### src/rtl/fifo_sync_prog.sv
// Synchronous FIFO with first-word fall-through head register, programmable almost-full/empty
// flags and overflow/underflow pulses. Define FIFO_SYNC_PROG_HWM_EN to build the high-water mark.
module fifo_sync_prog #(
  parameter int unsigned ADDRWIDTH = 5,
  parameter int unsigned DATAWIDTH = 18
) (
  input  logic                 clk,
  input  logic                 reset_l,
  input  logic                 flush,
  input  logic [DATAWIDTH-1:0] wr_data,
  input  logic                 we,
  input  logic [ADDRWIDTH:0]   af_thresh,
  input  logic [ADDRWIDTH:0]   ae_thresh,
  output logic [DATAWIDTH-1:0] rd_data,
  input  logic                 re,
  output logic                 ne,
  output logic                 cf,
  output logic                 af,
  output logic                 ae,
  output logic [ADDRWIDTH:0]   count,
  output logic                 ovf,
  output logic                 unf,
  output logic [ADDRWIDTH:0]   hwm,
  input  logic                 hwm_clr
);

  localparam int unsigned DEPTH = 1 << ADDRWIDTH;
  localparam logic [ADDRWIDTH:0] DepthC = (ADDRWIDTH + 1)'(DEPTH);

  logic [DATAWIDTH-1:0] mem_q [DEPTH];
  logic [ADDRWIDTH-1:0] wr_ptr_q, wr_ptr_d, rd_ptr_q, rd_ptr_d;
  logic [ADDRWIDTH:0]   count_q, count_d;
  logic [DATAWIDTH-1:0] rd_data_q, rd_data_d;
  logic                 ne_q, ne_d, cf_q, cf_d, af_q, af_d, ae_q, ae_d;
  logic                 ovf_q, ovf_d, unf_q, unf_d;
  logic                 init_q;
  logic                 wr_acc, rd_acc;

  always_comb begin
    rd_acc    = re & ne_q & ~flush;
    wr_acc    = we & ~flush & (~cf_q | rd_acc);
    wr_ptr_d  = wr_ptr_q + ADDRWIDTH'(wr_acc);
    rd_ptr_d  = rd_ptr_q + ADDRWIDTH'(rd_acc);
    count_d   = count_q + (ADDRWIDTH + 1)'(wr_acc) - (ADDRWIDTH + 1)'(rd_acc);
    rd_data_d = rd_data_q;
    if (flush) begin
      wr_ptr_d = '0;
      rd_ptr_d = '0;
      count_d  = '0;
    end else if (wr_acc && (count_q == (ADDRWIDTH + 1)'(rd_acc))) begin
      // Effectively empty this cycle: the incoming word becomes the head directly.
      rd_data_d = wr_data;
    end else if (count_d != '0) begin
      rd_data_d = mem_q[rd_ptr_d];
    end
    ne_d  = (count_d != '0);
    cf_d  = (count_d == DepthC);
    af_d  = (count_d >= af_thresh);
    ae_d  = (count_d <= ae_thresh);
    ovf_d = we & ~flush & ~wr_acc;
    unf_d = re & ~flush & ~rd_acc;
  end

  always_ff @(posedge clk) begin
    if (wr_acc) mem_q[wr_ptr_q] <= wr_data;
  end

  always_ff @(posedge clk or negedge reset_l) begin
    if (!reset_l) begin
      wr_ptr_q  <= '0;
      rd_ptr_q  <= '0;
      count_q   <= '0;
      rd_data_q <= '0;
      ne_q      <= 1'b0;
      cf_q      <= 1'b0;
      af_q      <= 1'b0;
      ae_q      <= 1'b1;
      ovf_q     <= 1'b0;
      unf_q     <= 1'b0;
      init_q    <= 1'b1;
    end else begin
      wr_ptr_q  <= wr_ptr_d;
      rd_ptr_q  <= rd_ptr_d;
      count_q   <= count_d;
      rd_data_q <= rd_data_d;
      ne_q      <= ne_d;
      cf_q      <= cf_d;
      af_q      <= af_d;
      ae_q      <= ae_d;
      ovf_q     <= ovf_d;
      unf_q     <= unf_d;
      init_q    <= 1'b0;
    end
  end

  // Until the first edge after reset, af tracks the live threshold against an empty FIFO.
  assign af      = init_q ? (af_thresh == '0) : af_q;
  assign rd_data = rd_data_q;
  assign ne      = ne_q;
  assign cf      = cf_q;
  assign ae      = ae_q;
  assign count   = count_q;
  assign ovf     = ovf_q;
  assign unf     = unf_q;

`ifdef FIFO_SYNC_PROG_HWM_EN
  logic [ADDRWIDTH:0] hwm_q, hwm_d;

  always_comb begin
    hwm_d = hwm_q;
    if (hwm_clr) hwm_d = count_d;
    else if (count_d > hwm_q) hwm_d = count_d;
  end

  always_ff @(posedge clk or negedge reset_l) begin
    if (!reset_l) hwm_q <= '0;
    else          hwm_q <= hwm_d;
  end

  assign hwm = hwm_q;
`else
  logic unused_hwm_clr;
  assign unused_hwm_clr = hwm_clr;
  assign hwm = '0;
`endif

endmodule
### config.mk
export PLATFORM = sky130hd
export DESIGN_NAME = fifo_sync_prog
export DESIGN_NICKNAME = d
export VERILOG_FILES = /design/src/rtl/fifo_sync_prog.sv
export SDC_FILE = /design/constraint.sdc
export NUM_CORES = 1
export LEC_CHECK = 0
export BUFFER_PORTS_ARGS = -buffer_cell sky130_fd_sc_hd__buf_2
export CAP_MARGIN = 10
export CELL_PAD_IN_SITES_DETAIL_PLACEMENT = 0
export CELL_PAD_IN_SITES_GLOBAL_PLACEMENT = 2
export CORE_MARGIN = 4
export CORE_UTILIZATION = 37
export DETAILED_ROUTE_END_ITERATION = 12
export PLACE_DENSITY = 0.66
export SKIP_CTS_REPAIR_TIMING = 1
export SLEW_MARGIN = 20
export SYNTH_ARGS = -nofsm -noshare
export SYNTH_HDL_FRONTEND = slang
export SYNTH_SLANG_ARGS = --single-unit
export TNS_END_PERCENT = 1
### constraint.sdc
create_clock -name clk -period 4.3 [get_ports clk]
set_clock_uncertainty 0.15 [all_clocks]
set_input_delay 0.86 -clock clk [delete_from_list [all_inputs] [get_ports clk]]
set_output_delay 0.86 -clock clk [all_outputs]
set_load 0.01 [all_outputs]
==> results by group, run 1 <==
Outcome
  • Status: completed

Drt
  • Pre-Repair DR Iteration Count: 7
  • WL per Instance: 25.4 um
  • Detail Route Antenna Nets: 0
  • Initial drt markers: 896
  • Drt total wl: 57400 um
  • DR DRC count: 0
  • Vias per inst: 5.34
  • Total vias in the final route: 12100

Yosys
  • Most common library cells after synthesis: edfxtp_1, mux4_2, nand2_1
  • Synth Area per Inst: 20.3 um^2
  • Mapped Cells: 1213
  • Yosys reg bits: 617
  • Count leader, synth: edfxtp_1
  • Warnings, synthesis: 0
  • Synth Cell Area: 24600 um^2
  • Post-synth top area share: 70.2%
  • Asr flop ratio synth: 6.65%
  • Top_reg_cell synth: edfxtp_1
  • Largest cells by area after synthesis: edfxtp_1, mux4_2, dfrtp_1
  • Number of synthesized flops with an enable pin: 576
  • Largest area contributor in the netlist: edfxtp_1
  • Sequential-to-total area share from yosys stat: 74.3%
  • Distinct cells, synth: 58

Clock tree
  • Clk buf depth: 3
  • Clk_lat worst skew: 590 ps
  • Clock transition at path regs: 60 ps
  • Clock sinks: 617
  • CTS tree: yes
  • H-Tree Level Count: 3
  • Clock Root Buffer: clkbuf_16
  • CTS Buf Count: 68

Critical path
  • Critical Path Stages: 14
  • CP required: 4610 ps
  • Kind of critical path: reg -> reg
  • CP max FO: 4
  • Crit-path max cell delay: 470 ps
  • CP cell instances: nand2_1 > a21oi_2 > inv_1 > ha_1 > inv_1 > ha_1 > and3_1 > or3_2 > a21oi_1 > ha_1 > nor2_1 > a21oi_1 > maj3_1 > maj3_1
  • Delay-heaviest family, CP: adder cells
  • Bufs and invs on worst path: 2
  • Reg2Reg Depth: 14
  • Crit start category: flop
  • Endpoint type of the worst setup path: flop
  • WP data arrival: 3910 ps
  • Slowest library cell on the worst path: or3_2
  • CP dominant cell by count: ha_1

Cells and area
  • Nets: 1403
  • Antenna cell count: 0
  • Core Util, Final: 43.2%
  • Layout cells sized above 1: 30.2%
  • Fillers: 5710
  • Area growth syn-to-layout: 15.6%

Run
  • Max_cap viols: 0

Floorplan
  • # rows: 94
  • Die area: 70800 um^2
  • Die X-Extent: 266 um
  • Die Ht: 266 um
  • Initial Utilization: 37.4%
  • Io pins: 72
  • Core Area: 65900 um^2

Timing
  • Final hold violation count: 0
  • Min Tclk post-route: 3600 ps
  • Slew HR: 19.6%
  • Unrepaired setup endpoints after global routing: false
  • Max Slew Vio Count: 0
  • Final Cycle Share: 83.8%
  • WHS: 149 ps
  • Setup TNS: 0 ps
  • Fmax: 277 MHz
  • Number of setup violations in the final report: 0
  • Worst-Margin Slew: 1210 ps

Placement
  • Port bufs: 64
  • Routability cong.: 0.723
  • HPWL after detailed placement: 33300 um

Worst hold path
  • HP Class: in -> async

Global route
  • Total gr overflow: 0
  • Initial antenna violation count: 1
  • First-pass GRT wire length: 85500 um
  • Tot GR Track Use: 16.4%
  • Vias in the first global route: 12500
  • Largest net degree at the start of global routing: 43

Power
  • P per Cell Area: 499 nW/um^2
  • Worst IR Drop VDD: 227 uV
  • Leakage: 9.20 nW
==> cell usage in the layout, fill, tap and decap left out, drive strengths merged, types with 2 or more instances in the layout <==
cell type,Yosys,layout
dfrtp,39,39
nand3,10,10
dfstp,2,2
conb,1,7
mux4,144,144
nand2,78,78
mux2i,36,36
xor2,6,6
or3,3,3
and3,4,4
xnor2,5,5
nor3b,3,3
ha,21,21
maj3,2,2
bufinv,0,4
o21a,3,3
edfxtp,576,576
or3b,2,2
nand3b,5,5
o21ai,4,4
a21oi,5,5
nor2b,8,8
a21o,19,19
nor4,3,3
inv,23,24
a32o,38,38
o31ai,5,5
o22a,18,18
nor3,20,20
o31a,2,2
buf,46,126
clkbuf,24,91
nor2,47,47
clkinv,0,22
==> where the power goes <==
group / leakage [nW] / internal [mW] / switching (mW)
Sequential: 5.70 / 6.71 / 0.153
Combinational: 2.49 / 0.911 / 0.971
Clock: 1.01 / 3.22 / 2.23
Total: 9.20 / 10.8 / 3.35
==> metal layers <==
layer	share of wire, %	track usage, %	routed length, um
met1	45	23.0	25600
met2	49	27.1	28300
met3	4.6	2.55	2610
met4	1.5	4.30	884
met5	0	0	0
==> metrics by stage <==
step                setup WS (ps)  instances  total power, mW  cell area [um^2]
CTS                           655       2258             14.4             28500
detailed placement           77.8       2139             8.91             26400
global placement             71.0       2139             8.89             26400
global route                  488       2258             14.8             28500
finish                        696       2258             14.2             28500
floorplan                    96.2       1219             8.24             24700
==> sequential cells by signal, indices dropped and copies added (netlist names) <==
| signal | count |
|---|---|
| af_q | 1 |
| ne | 1 |
| ovf | 1 |
| init_q | 1 |
| unf | 1 |
| rd_ptr_q | 5 |
| wr_ptr_q | 5 |
| ae | 1 |
| rd_data | 18 |
| mem_q | 576 |
| cf | 1 |
| count | 6 |
==> logic make-up after synthesis <==
kind of cell | count (synthesis) | synth area share (%)
flip-flops | 617 | 74.3
AO/OA/AOI/OAI | 99 | 3.59
other | 1 | 0.0152
AND/OR/NAND/NOR | 188 | 3.71
multiplexers | 180 | 14.6
buffers and inverters | 93 | 1.99
adder cells (fa/ha/maj) | 24 | 1.23
XOR/XNOR | 11 | 0.497
==> path summary, 6_finish.rpt <==
path	from	end	slack, ps
max	ne	af_q	700
max reg2reg	ne	af_q	700
max in group asynchronous	reset_l	rd_data[14]	3420
min in group clk	ne	unf	360
min	reset_l	rd_data[2]	150
min reg2reg	ne	unf	360
==> cell type report <==
class / instances / area (um^2) / area share (%)
Sequential cell: 617 / 18300 / 64.3
Multi-Input combinational cell: 509 / 5980 / 21.0
Clock buffer: 91 / 1830 / 6.43
Tap cell: 864 / 1080 / 3.80
Timing Repair Buffer: 126 / 938 / 3.29
Clock inverter: 28 / 243 / 0.852
Inverter: 23 / 86.3 / 0.303
Power figures use the tool's default switching activity.
==> run 2, diff against run 1 <==
==> constraint.sdc (replaced) <==
create_clock -name clk -period 3.5 [get_ports clk]
set_clock_uncertainty 0.15 [all_clocks]
set_input_delay 0.7 -clock clk [delete_from_list [all_inputs] [get_ports clk]]
set_output_delay 0.7 -clock clk [all_outputs]
set_load 0.01 [all_outputs]
==> run 2 against run 1 <==
Total power is 24% higher; design area is 1.9% higher; combinational power is 42% higher; critical path depth is 1 higher; flip-flop and latch count stayed put; largest power group unchanged; the run now ends with negative hold slack left; wire length is 4.0% higher.
==> results by group, run 2 (synthesized netlist as in run 1, its figures left out) <==
Outcome
  • Status: finished with violations
  • Failing checks: negative hold slack

Timing
  • Final hold violation count: 16 (+16)
  • Min Tclk post-route: 3380 ps (-220 ps)
  • Final Cycle Share: 96.7% (+13 points)
  • Worst-Margin Slew: 932 ps (-274 ps)
  • Unrepaired setup endpoints after global routing: true
  • Slew HR: 37.9% (+18 points)
  • WHS: -14.5 ps (-163 ps)
  • Max Slew Vio Count: 0 (unchanged)
  • Setup TNS: 0 ps (unchanged)
  • Number of setup violations in the final report: 0 (unchanged)
  • Fmax: 296 MHz (+6.5%)

Placement
  • HPWL after detailed placement: 34800 um (+4.5%)
  • Placed instance count: 2176 (+1.7%)
  • Port bufs: 64 (unchanged)
  • Routability cong.: 0.763 (+5.5%)

Critical path
  • CP max FO: 9 (+5)
  • Crit start category: flop
  • Kind of critical path: reg -> reg
  • WP data arrival: 3690 ps (-220 ps)
  • Delay-heaviest family, CP: compound AO/OA/AOI/OAI gates
  • CP cell instances: buf_4 > nand3_2 > inv_1 > ha_1 > inv_1 > ha_4 > fa_2 > and3b_2 > o31a_4 > o2111ai_4 > o31ai_4 > buf_6 > clkbuf_16 > a21o_2 > o22a_1
  • CP required: 3810 ps (-800 ps)
  • Endpoint type of the worst setup path: flop
  • Crit-path max cell delay: 400 ps (-70 ps)
  • CP dominant cell by count: inv_1
  • Bufs and invs on worst path: 5 (+3)
  • Slowest library cell on the worst path: dfrtp_1

Cells and area
  • Commonest non-fill, non-tap cell in the layout: edfxtp_1
  • Cell Count, Final, Fillers Out: 2303 (+2.0%)
  • Reg with most FFs: mem_q
  • Area growth syn-to-layout: 17.7%
  • Layout cells sized above 1: 33.1% (+2.9 points)
  • Fillers: 5700 (-0.18%)
  • Max reg flops: 576 (unchanged)
  • Most frequent cells in the layout: edfxtp_1, mux4_2, buf_4
  • Nets: 1446 (+3.1%)

Power
  • P per Cell Area: 607 nW/um^2 (+22%)
  • Leakage: 9.45 nW (+2.7%)
  • Worst IR Drop VDD: 288 uV (+27%)

Clock tree
  • Clock Root Buffer: clkbuf_16
  • Clk buf depth: 3 (unchanged)
  • Clk_lat worst skew: 580 ps (about the same)
  • Clock sinks: 617 (unchanged)
  • H-Tree Level Count: 3 (unchanged)
  • Clock transition at path regs: 60 ps (about the same)
  • CTS Buf Count: 68 (unchanged)
  • CTS tree: yes

Drt
  • Pre-Repair DR Iteration Count: 4 (-3)
  • WL per Instance: 25.9 um (+2.0%)
  • Initial drt markers: 1017 (+14%)
  • DR DRC count: 0 (unchanged)
  • Drt total wl: 59700 um (+4.0%)
  • Total vias in the final route: 12400 (+2.5%)
  • Detail Route Antenna Nets: 0 (unchanged)
  • Vias per inst: 5.37 (+0.54%)

Global route
  • First-pass GRT wire length: 87600 um (+2.5%)
  • Vias in the first global route: 12800 (+2.4%)
  • Tot GR Track Use: 16.9% (+0.45 points)
  • Total gr overflow: 0 (unchanged)
  • Largest net degree at the start of global routing: 42 (-2.3%)
  • Initial antenna violation count: 2 (+1)

Floorplan
  • Die area: 70800 um^2 (unchanged)
  • Die X-Extent: 266 um (unchanged)
  • # rows: 94 (unchanged)
  • Core Area: 65900 um^2 (unchanged)
  • Initial Utilization: 37.4% (unchanged)
  • Die Ht: 266 um (unchanged)
  • Io pins: 72 (unchanged)

Run
  • Max_cap viols: 0 (unchanged)

Worst hold path
  • HP Class: in -> async
run 2: cell types whose count changed in the layout (fill, tap and decap cells not counted), moves of 3 or more:
cell,previous run,this run
buf_4,51,78
buf_12,12,24
clkbuf_1,21,24
diode_2,0,3
bufinv_16,4,1
clkbuf_8,0,3
run 2: area by class of cell:
type                       count  area (um^2)  area share [%]
inverter                      23         93.8           0.323
tap                          864         1080            3.73
clock inverter                22          135           0.466
antenna                        3         7.51          0.0259
multi-input combinational    509         6080            20.9
clock buffer                  96         1860            6.40
sequential                   617        18300            63.1
timing repair buffer         169         1440            4.98
run 2: stage by stage:
stage          utilization [%]  cell area, um^2  setup slack [ps]  hold slack [ps]  total power [mW]
2_1_floorplan                -            24700              -165              254              10.2
3_3_place_gp              40.8            26900              -285              335              11.1
3_5_place_dp              40.8            26900              -346              339              11.1
4_1_cts                   43.8            28900              70.8              172              17.7
5_1_grt                   44.1            29000             -21.0             4.67              18.4
6_report                  44.1            29000               116            -14.5              17.6
run 2: worst paths after layout:
kind	from	slack, ps	cells past startpoint	to
max	ne	120	15	rd_data[1]
min	reset_l	-10	1	count[2]
max reg2reg	ne	120	15	rd_data[1]
min reg2reg	ne	330	1	unf
max in group asynchronous	reset_l	2790	1	rd_data[11]
min in group clk	we	250	3	ovf
run 2: power by group:
part / switching [mW] / internal [mW]
registers: 0.178 / 8.25
logic: 1.32 / 1.35
clock network: 2.74 / 3.76
run 2: worst reg2reg max path, stage by stage, from the launching register on:
cell and delay, ps:
dfrtp_1 400, buf_4 150, nand3_2 80, inv_1 60
ha_1 270, inv_1 60, ha_4 170, fa_2 360
and3b_2 240, o31a_4 300, o2111ai_4 250, o31ai_4 120
buf_6 150, clkbuf_16 170, a21o_2 220, o22a_1 150
run 2: per-layer routing:
metal	vias up	part of all wire [%]	GRT usage (%)
met5	-	0	0
met1	6625	44	23.7
met4	0	1.8	4.60
met3	76	5.9	3.07
li1	5310	-	-
met2	360	48	27.3
